**src/rtl/iob_regfile_w_rn.sv**
```systemverilog
// Register file with one byte-strobed write port and N_READ read ports.
// Optional registered reads and write bypass. A background sequencer sweeps every entry back to RST_VAL.
module iob_regfile_w_rn #(
    parameter int unsigned       ADDR_W    = 3,
    parameter int unsigned       DATA_W    = 32,
    parameter int unsigned       N_READ    = 2,
    parameter int unsigned       RDATA_REG = 1,
    parameter int unsigned       BYPASS    = 1,
    parameter logic [DATA_W-1:0] RST_VAL   = '0
) (
    input  logic                       clk_i,
    input  logic                       arst_n_i,
    input  logic                       en_i,
    input  logic                       clr_i,
    output logic                       busy_o,
    input  logic                       we_i,
    output logic                       wready_o,
    input  logic [ADDR_W-1:0]          waddr_i,
    input  logic [DATA_W/8-1:0]        wstrb_i,
    input  logic [DATA_W-1:0]          wdata_i,
    input  logic [N_READ*ADDR_W-1:0]   raddr_i,
    output logic [N_READ*DATA_W-1:0]   rdata_o
);

    localparam int unsigned DEPTH = 2 ** ADDR_W;
    localparam int unsigned NB    = DATA_W / 8;

    typedef enum logic {
        S_IDLE,
        S_CLEAR
    } state_t;

    state_t              state_q;
    logic [ADDR_W-1:0]   cnt_q;
    logic [DATA_W-1:0]   mem_q [DEPTH];
    logic                wr_acc_c;
    logic [DATA_W-1:0]   wr_word_c;
    logic [DATA_W-1:0]   rd_word_c [N_READ];

    assign busy_o   = (state_q == S_CLEAR);
    assign wready_o = ~busy_o;
    assign wr_acc_c = en_i & we_i & ~busy_o;

    // Merged word: strobed bytes from wdata_i, the rest from the current entry
    always_comb begin
        wr_word_c = mem_q[waddr_i];
        for (int unsigned b = 0; b < NB; b++) begin
            if (wstrb_i[b]) begin
                wr_word_c[8*b +: 8] = wdata_i[8*b +: 8];
            end
        end
    end

    // Clear sequencer: one entry per enabled cycle, leaves after the last entry
    always_ff @(posedge clk_i or negedge arst_n_i) begin
        if (!arst_n_i) begin
            state_q <= S_IDLE;
            cnt_q   <= '0;
        end else if (en_i) begin
            case (state_q)
                S_IDLE: begin
                    if (clr_i) begin
                        state_q <= S_CLEAR;
                        cnt_q   <= '0;
                    end
                end
                S_CLEAR: begin
                    cnt_q <= cnt_q + ADDR_W'(1);
                    if (cnt_q == ADDR_W'(DEPTH - 1)) begin
                        state_q <= S_IDLE;
                    end
                end
                default: state_q <= S_IDLE;
            endcase
        end
    end

    // Storage: writes only outside a sweep, so the two updates never collide
    always_ff @(posedge clk_i or negedge arst_n_i) begin
        if (!arst_n_i) begin
            for (int unsigned i = 0; i < DEPTH; i++) begin
                mem_q[i] <= RST_VAL;
            end
        end else begin
            if (wr_acc_c) begin
                mem_q[waddr_i] <= wr_word_c;
            end
            if (en_i && (state_q == S_CLEAR)) begin
                mem_q[cnt_q] <= RST_VAL;
            end
        end
    end

    always_comb begin
        for (int unsigned k = 0; k < N_READ; k++) begin
            if ((BYPASS != 0) && wr_acc_c && (waddr_i == raddr_i[k*ADDR_W +: ADDR_W])) begin
                rd_word_c[k] = wr_word_c;
            end else begin
                rd_word_c[k] = mem_q[raddr_i[k*ADDR_W +: ADDR_W]];
            end
        end
    end

    generate
        if (RDATA_REG != 0) begin : g_rd_reg
            logic [N_READ*DATA_W-1:0] rdata_q;

            always_ff @(posedge clk_i or negedge arst_n_i) begin
                if (!arst_n_i) begin
                    rdata_q <= '0;
                end else if (en_i) begin
                    for (int unsigned k = 0; k < N_READ; k++) begin
                        rdata_q[k*DATA_W +: DATA_W] <= rd_word_c[k];
                    end
                end
            end

            assign rdata_o = rdata_q;
        end else begin : g_rd_comb
            always_comb begin
                rdata_o = '0;
                for (int unsigned k = 0; k < N_READ; k++) begin
                    rdata_o[k*DATA_W +: DATA_W] = rd_word_c[k];
                end
            end
        end
    endgenerate

endmodule

```
**config.mk**
```make
export PLATFORM = sky130hd
export DESIGN_NAME = iob_regfile_w_rn
export DESIGN_NICKNAME = d
export VERILOG_FILES = /design/src/rtl/iob_regfile_w_rn.sv
export SDC_FILE = /design/constraint.sdc
export NUM_CORES = 1
export LEC_CHECK = 0
export ABC_AREA = 1
export CORE_MARGIN = 2
export CORE_UTILIZATION = 34
export DETAILED_ROUTE_END_ITERATION = 10
export GPL_TIMING_DRIVEN = 0
export PLACE_DENSITY = 0.58
export SKIP_LAST_GASP = 1
export SYNTH_ARGS = -nofsm -noshare
export SYNTH_HDL_FRONTEND = slang
export SYNTH_SLANG_ARGS = --single-unit
```
**constraint.sdc**
```tcl
create_clock -name clk_i -period 2.9 [get_ports clk_i]
set_input_delay 0.725 -clock clk_i [delete_from_list [all_inputs] [get_ports clk_i]]
set_output_delay 0.725 -clock clk_i [all_outputs]
set_load 0.02 [all_outputs]
```
==> results.sh, run 1 <==
export IMPL_status="finished, violations left"
export IMPL_violations="negative setup slack"
export IMPL_syn2layout_area_growth_pct=18.00
export IMPL_die_area_sq_um=64800
export IMPL_drtIter0Drc=3466
export IMPL_final_setup_worst_slack_ns=-0.02567
export IMPL_power_static_leakage_nw=12.39
export IMPL_crit_fanout=10
export IMPL_drive_above_1_share=0.06974
export IMPL_crit_slowest_cell="a21oi_1"
export IMPL_multi_input_area_sq_um=11170
export IMPL_crit_required_ns=3.31
export IMPL_drc=0
export IMPL_post_dp_hpwl_mm=87.34
export IMPL_rsz0062_at_grt="true"
export IMPL_wire_per_inst_um=27.10
export IMPL_crit_path_end_kind="flop"
export IMPL_h_tree_depth=2
export IMPL_cp_depth=10
export IMPL_post_route_min_period_ns=2.926
export IMPL_cts_sinks=324
export IMPL_clock_latency_ns=0.60
export IMPL_place_ws_ns=-1.045
export IMPL_routed_wl_met3_mm=16.25
export IMPL_grt_start_max_net_pins=114
export IMPL_power_density_nw_per_um2=660.8
export IMPL_ys_ff_latch=324
export IMPL_cts_tree="done"
export IMPL_synth_top_area_cell="dfrtp_1"
export IMPL_ys_seq_area_frac=0.3799
export IMPL_yosysWarnings=0
export IMPL_fin_crit_sh=1.009
export IMPL_drtAntennaViolNets=0
export IMPL_crit_buf_inv=4
export IMPL_io_buffer_count=112
export IMPL_vias_per_cell=5.715
export IMPL_drv_cap=0
export IMPL_top_layer="met5"
export IMPL_die_h_um=254.6
export IMPL_instances_no_fill=4425
export IMPL_syn_area_sq_um=21340
export IMPL_m1WireLength_mm=46.87
export IMPL_worstMarginPinSlew_ns=1.115
export IMPL_worst_slew_margin_rel=0.2512
export IMPL_tritoncts_num_buffers=40
export IMPL_seq_area_sq_um=8108
export IMPL_fill_cells=6821
export IMPL_path_clk_slew_ns=0.06
export IMPL_grt_pass1_wl_mm=169.1
export IMPL_wl_met2_mm=49.62
export IMPL_grt_pass1_vias=23416
export IMPL_path_cells="clkdlybuf4s50_1 > inv_2 > clkbuf_4 > buf_2 > nand2_1 > nand2_1 > nand2_1 > nand2_1 > a21oi_1 > a21oi_1"
export IMPL_hold_path_class="in -> async"
export IMPL_core_area_sq_um=61940
export IMPL_die_x_um=254.6
export IMPL_setup_viol_count_final=5
export IMPL_grt_total_usage=0.3680
export IMPL_cpMostUsedCell="nand2_1"
export IMPL_final_hold_viol_count=0
export IMPL_fin_worst_skew_ns=0.02468
export IMPL_rows=91
export IMPL_antenna_found_initial=7
export IMPL_maxSlewViolCount=0
export IMPL_start_util=0.3446
export IMPL_fmax_ghz=0.3418
export IMPL_mostFrequentLayoutCell="nand2_1"
export IMPL_place_congestion=1.046
export IMPL_irDropWorstVdd_mv=0.3545
export IMPL_drtPass1Iterations=7
export IMPL_rr_worst_depth=7
export IMPL_vias=25290
export IMPL_ys_types=21
export IMPL_fin_nets=3607
export IMPL_gr_total_overflow=0
export IMPL_wl_mm=119.9
export IMPL_placed_cells=4345
export IMPL_cts_buffer_depth=3
export IMPL_ys_top_cells_by_area="dfrtp_1 (38%), nand2_1 (24%), nand3_1 (11%), a21oi_1 (6.8%), o21ai_0 (5.9%)"
export IMPL_synth_fp_nets=3445
export IMPL_pin_count=116
export IMPL_synthCells=3393
export IMPL_clockRootBuffer="clkbuf_16"
export IMPL_worstSetupPathType="in -> reg"
export IMPL_synth_top_cell_area_share=0.3799
export IMPL_cpPeakStageDelay_ns=0.79
export IMPL_start_kind="input port"
export IMPL_layout_common_cells="nand2_1 (1353), nand3_1 (468), dfrtp_1 (324)"
export IMPL_arrival_ns=3.33
export IMPL_syn_avg_cell_area_sq_um=6.291
export IMPL_critical_path_top_delay_family="buffers and inverters"
==> cell type report <==
type,instances,share of cell area
Antenna cell,3,0.0002981
Buffer,253,0.04615
Clock buffer,57,0.04551
Clock inverter,15,0.006657
Inverter,290,0.04327
Multi-Input combinational cell,2526,0.4437
Sequential cell,324,0.3219
Tap cell,837,0.04158
Timing Repair Buffer,120,0.05092
==> cells in the mapped netlist (all sizes together) <==
cell type  count
o211ai        33
a21oi        292
buf           59
inv          289
nand3        468
dfrtp        324
nand2       1366
clkbuf       194
nand4          3
nor4           7
o21bai         1
or2           26
o21ai        281
ha             2
nor2          47
clkinv         1
==> sequential cells by signal (all words and copies together), names as in the netlist <==
signal	cells
cnt_q	3
rdata_o	64
busy_o	1
mem_q	256
==> cells by family after synthesis <==
family,Yosys count,synth area share
simple gates,1917,0.3737
compound gates,607,0.1463
buf+inv,543,0.09895
flops,324,0.3799
fa+ha+maj,2,0.001172
==> final timing paths <==
| path | startpoint | endpoint | slack, ns |
|---|---|---|---|
| min | arst_n_i | rdata_o[28] | 0.15 |
| max | waddr_i[1] | mem_q[232] | -0.03 |
| max reg2reg | busy_o | mem_q[25] | 0.19 |
| min in group clk_i | rdata_o[42] | rdata_o[42] | 0.48 |
| min reg2reg | rdata_o[42] | rdata_o[42] | 0.48 |
| max in group asynchronous | arst_n_i | mem_q[164] | 1.18 |
==> per-layer routing <==
metal  global-route usage  up-vias
met1               0.4825    11878
met4               0.2018        8
met5             0.003759        -
met3               0.1282      394
met2               0.5277     1796
li1                     -    11214
==> stage by stage <==
step	utilization	hold slack [ns]	TNS (ns)	area, sq um	total power, mW
after global placement	0.3796	0.4648	-4812.57	23510	11.05
after detailed placement	0.3810	0.4684	-258.66	23600	11.09
after floorplan	-	0.4294	0	21340	8.962
final	0.4066	0.1486	-0.06830	25190	16.64
after CTS	0.4041	0.2007	0	25030	16.37
after global routing	0.4065	0.2114	-0.01598	25180	17.32
==> report_power, final <==
part | switching [mW] | total [mW] | internal [mW] | leakage, nW
Sequential | 0.959 | 6.34 | 5.38 | 4.38
Clock | 2.29 | 5.32 | 3.03 | 0.647
Combinational | 3.38 | 4.98 | 1.60 | 7.37
Total | 6.63 | 16.6 | 10.0 | 12.4
==> timing repair <==
| item | CTS | global route |
|---|---|---|
| buffers inserted | 3 | 2 |
| endpoints found under the setup margin | 304 | 157 |
| gates cloned | 0 | 0 |
| gates resized for setup | 50 | 128 |
| hold buffers | 0 | 0 |
| pin swaps | 2 | 0 |
Power figures use the tool's default switching activity.
==> run 2, diff against run 1 <==
- clock period: 2.9 -> 3.2 ns (I/O delays scaled with it)
==> results.sh, run 2 (synthesis gave the netlist of run 1 again) <==
export IMPL_path_clk_slew_ns=0.06
export IMPL_internal_power_mw=9.060
export IMPL_layout_common_cells="nand2_1 (1365), nand3_1 (468), dfrtp_1 (324)"
export IMPL_mostFrequentLayoutCell="nand2_1"
export IMPL_drtAntennaViolNets=0
export IMPL_power_density_nw_per_um2=601.9
export IMPL_largest_register_ffs=256
export IMPL_postPlaceCellArea_sq_um=23600
export IMPL_die_h_um=254.6
export IMPL_antenna_found_initial=2
export IMPL_rsz0062_at_grt="false"
export IMPL_drtIter0Drc=3591
export IMPL_tritoncts_num_buffers=40
export IMPL_post_route_min_period_ns=3.275
export IMPL_worstReg2RegEnd="mem_q[206]"
export IMPL_grt_pass1_wl_mm=168.9
export IMPL_worstSetupPathType="in -> reg"
export IMPL_die_x_um=254.6
export IMPL_cts_sinks=324
export IMPL_regMostFlops="mem_q"
export IMPL_pin_count=116
export IMPL_irDropWorstVdd_mv=0.3191
export IMPL_die_area_sq_um=64800
export IMPL_p_switching_mw=6.004
export IMPL_total_power_mw=15.06
export IMPL_start_util=0.3446
export IMPL_cpMostUsedCell="nand3_1"
export IMPL_final_setup_worst_slack_ns=-0.07466
export IMPL_fin_nets=3607
export IMPL_h_tree_depth=2
export IMPL_switching_share=0.3985
export IMPL_crit_required_ns=3.71
export IMPL_hold_path_class="in -> async"
export IMPL_core_area_sq_um=61940
export IMPL_cpPeakStageDelay_ns=0.83
export IMPL_clock_latency_ns=0.60
export IMPL_setup_viol_count_final=18
export IMPL_crit_slowest_cell="clkdlybuf4s15_1"
export IMPL_power_static_leakage_nw=12.23
export IMPL_cts_tree="done"
export IMPL_syn2layout_area_growth_pct=17.26
export IMPL_arrival_ns=3.78
export IMPL_path_cells="clkdlybuf4s50_1 > clkbuf_1 > clkdlybuf4s15_1 > nand3_1 > nand3_1 > nand3_1 > nand2_1 > inv_1 > a21oi_1"
export IMPL_maxSlewViolCount=0
export IMPL_crit_fanout=10
export IMPL_grt_pass1_vias=23362
export IMPL_combPwrFrac=0.299
export IMPL_p_seq_frac=0.381
export IMPL_status="finished, violations left"
export IMPL_start_kind="input port"
export IMPL_r2r_slack_ns=0.41
export IMPL_rr_startpoint="busy_o"
export IMPL_setup_tns_ns=-0.5735
export IMPL_post_dp_hpwl_mm=87.34
export IMPL_worst_slew_margin_rel=0.1715
export IMPL_drv_cap=0
export IMPL_rr_worst_depth=7
export IMPL_wl_mm=119.7
export IMPL_wire_per_inst_um=27.05
export IMPL_worstMarginPinSlew_ns=1.243
export IMPL_vias_per_cell=5.704
export IMPL_crit_path_end_kind="flop"
export IMPL_fmax_ghz=0.3054
export IMPL_place_ws_ns=-0.8202
export IMPL_io_buffer_count=112
export IMPL_design_area_sq_um=25030
export IMPL_vias=25236
export IMPL_grt_start_max_net_pins=114
export IMPL_violations="negative setup slack"
export IMPL_drive_above_1_share=0.05105
export IMPL_fin_worst_skew_ns=0.02328
export IMPL_final_hold_viol_count=0
export IMPL_rows=91
export IMPL_drc=0
export IMPL_grt_total_usage=0.3675
export IMPL_place_congestion=1.046
export IMPL_gr_total_overflow=0
export IMPL_clock_power_share=0.320
export IMPL_fin_crit_sh=1.023
export IMPL_drtPass1Iterations=6
export IMPL_cts_buffer_depth=3
export IMPL_clockRootBuffer="clkbuf_16"
[run 2: cell types whose count changed in the layout (fill, tap and decap cells not counted), sizes merged]
cell           delta
dlymetal6s2s      +1
clkdlybuf4s15     -1
dlygate4sd2       -1
clkbuf            +1
diode             -1
[run 2: worst max path at each step]
| stage | end | startpoint |
|---|---|---|
| after floorplan | rdata_o[62] | waddr_i[0] |
| after CTS | rdata_o[0] | raddr_i[0] |
| final | rdata_o[36] | raddr_i[4] |
| after global routing | rdata_o[7] | raddr_i[0] |
| after detailed placement | mem_q[21] | waddr_i[1] |
| after global placement | mem_q[165] | arst_n_i |
[run 2: area by class of cell]
| cell class | instances | area (sq um) |
|---|---|---|
| Antenna cell | 2 | 5.005 |
| Buffer | 253 | 1071 |
| Clock buffer | 57 | 1146 |
| Clock inverter | 15 | 167.7 |
| Fill cell | 6846 | 36910 |
| Inverter | 290 | 1090 |
| Multi-Input combinational cell | 2526 | 11140 |
| Sequential cell | 324 | 8108 |
| Tap cell | 837 | 1047 |
| Timing Repair Buffer | 120 | 1249 |
[run 2: through the flow]
step           hold WS, ns  instances    util
4_1_cts             0.2757       4417  0.4027
3_5_place_dp        0.4684       4345  0.3810
3_3_place_gp        0.4648       4342  0.3796
2_1_floorplan       0.5044       3393       -
6_report            0.2177       4424  0.4041
5_1_grt             0.2846       4422  0.4040
[run 2: per-layer routing]
layer	GRT usage	part of all wire	wire (um)
met1	0.4766	0.39	47000
met2	0.5264	0.41	48830
met3	0.1358	0.14	16180
met4	0.2038	0.064	7644
met5	0.003759	0.00014	17
[run 2: timing repair]
action                     4_1_cts  5_1_grt
setup endpoints to repair      162      154
hold buffers                     0        0
setup buffers                    0        5
resized for setup               16       47
pin swaps                        0        1
[run 2: critical path, delay by kind of cell]
kind | cells | cell delay [ns]
AOI/OAI and AO/OA | 1 | 0.14
buffers and inverters | 4 | 2.14
and+or+nand+nor | 4 | 0.70
[run 2: power groups by stage]
stage | Combinational, mW | Clock [mW] | Sequential [mW]
5_1_grt | 4.90 | 4.95 | 5.83
4_1_cts | 4.33 | 4.81 | 5.69
2_1_floorplan | 2.51 | 0 | 5.61
6_report | 4.50 | 4.83 | 5.74
3_3_place_gp | 4.26 | 0 | 5.76
3_5_place_dp | 4.30 | 0 | 5.75
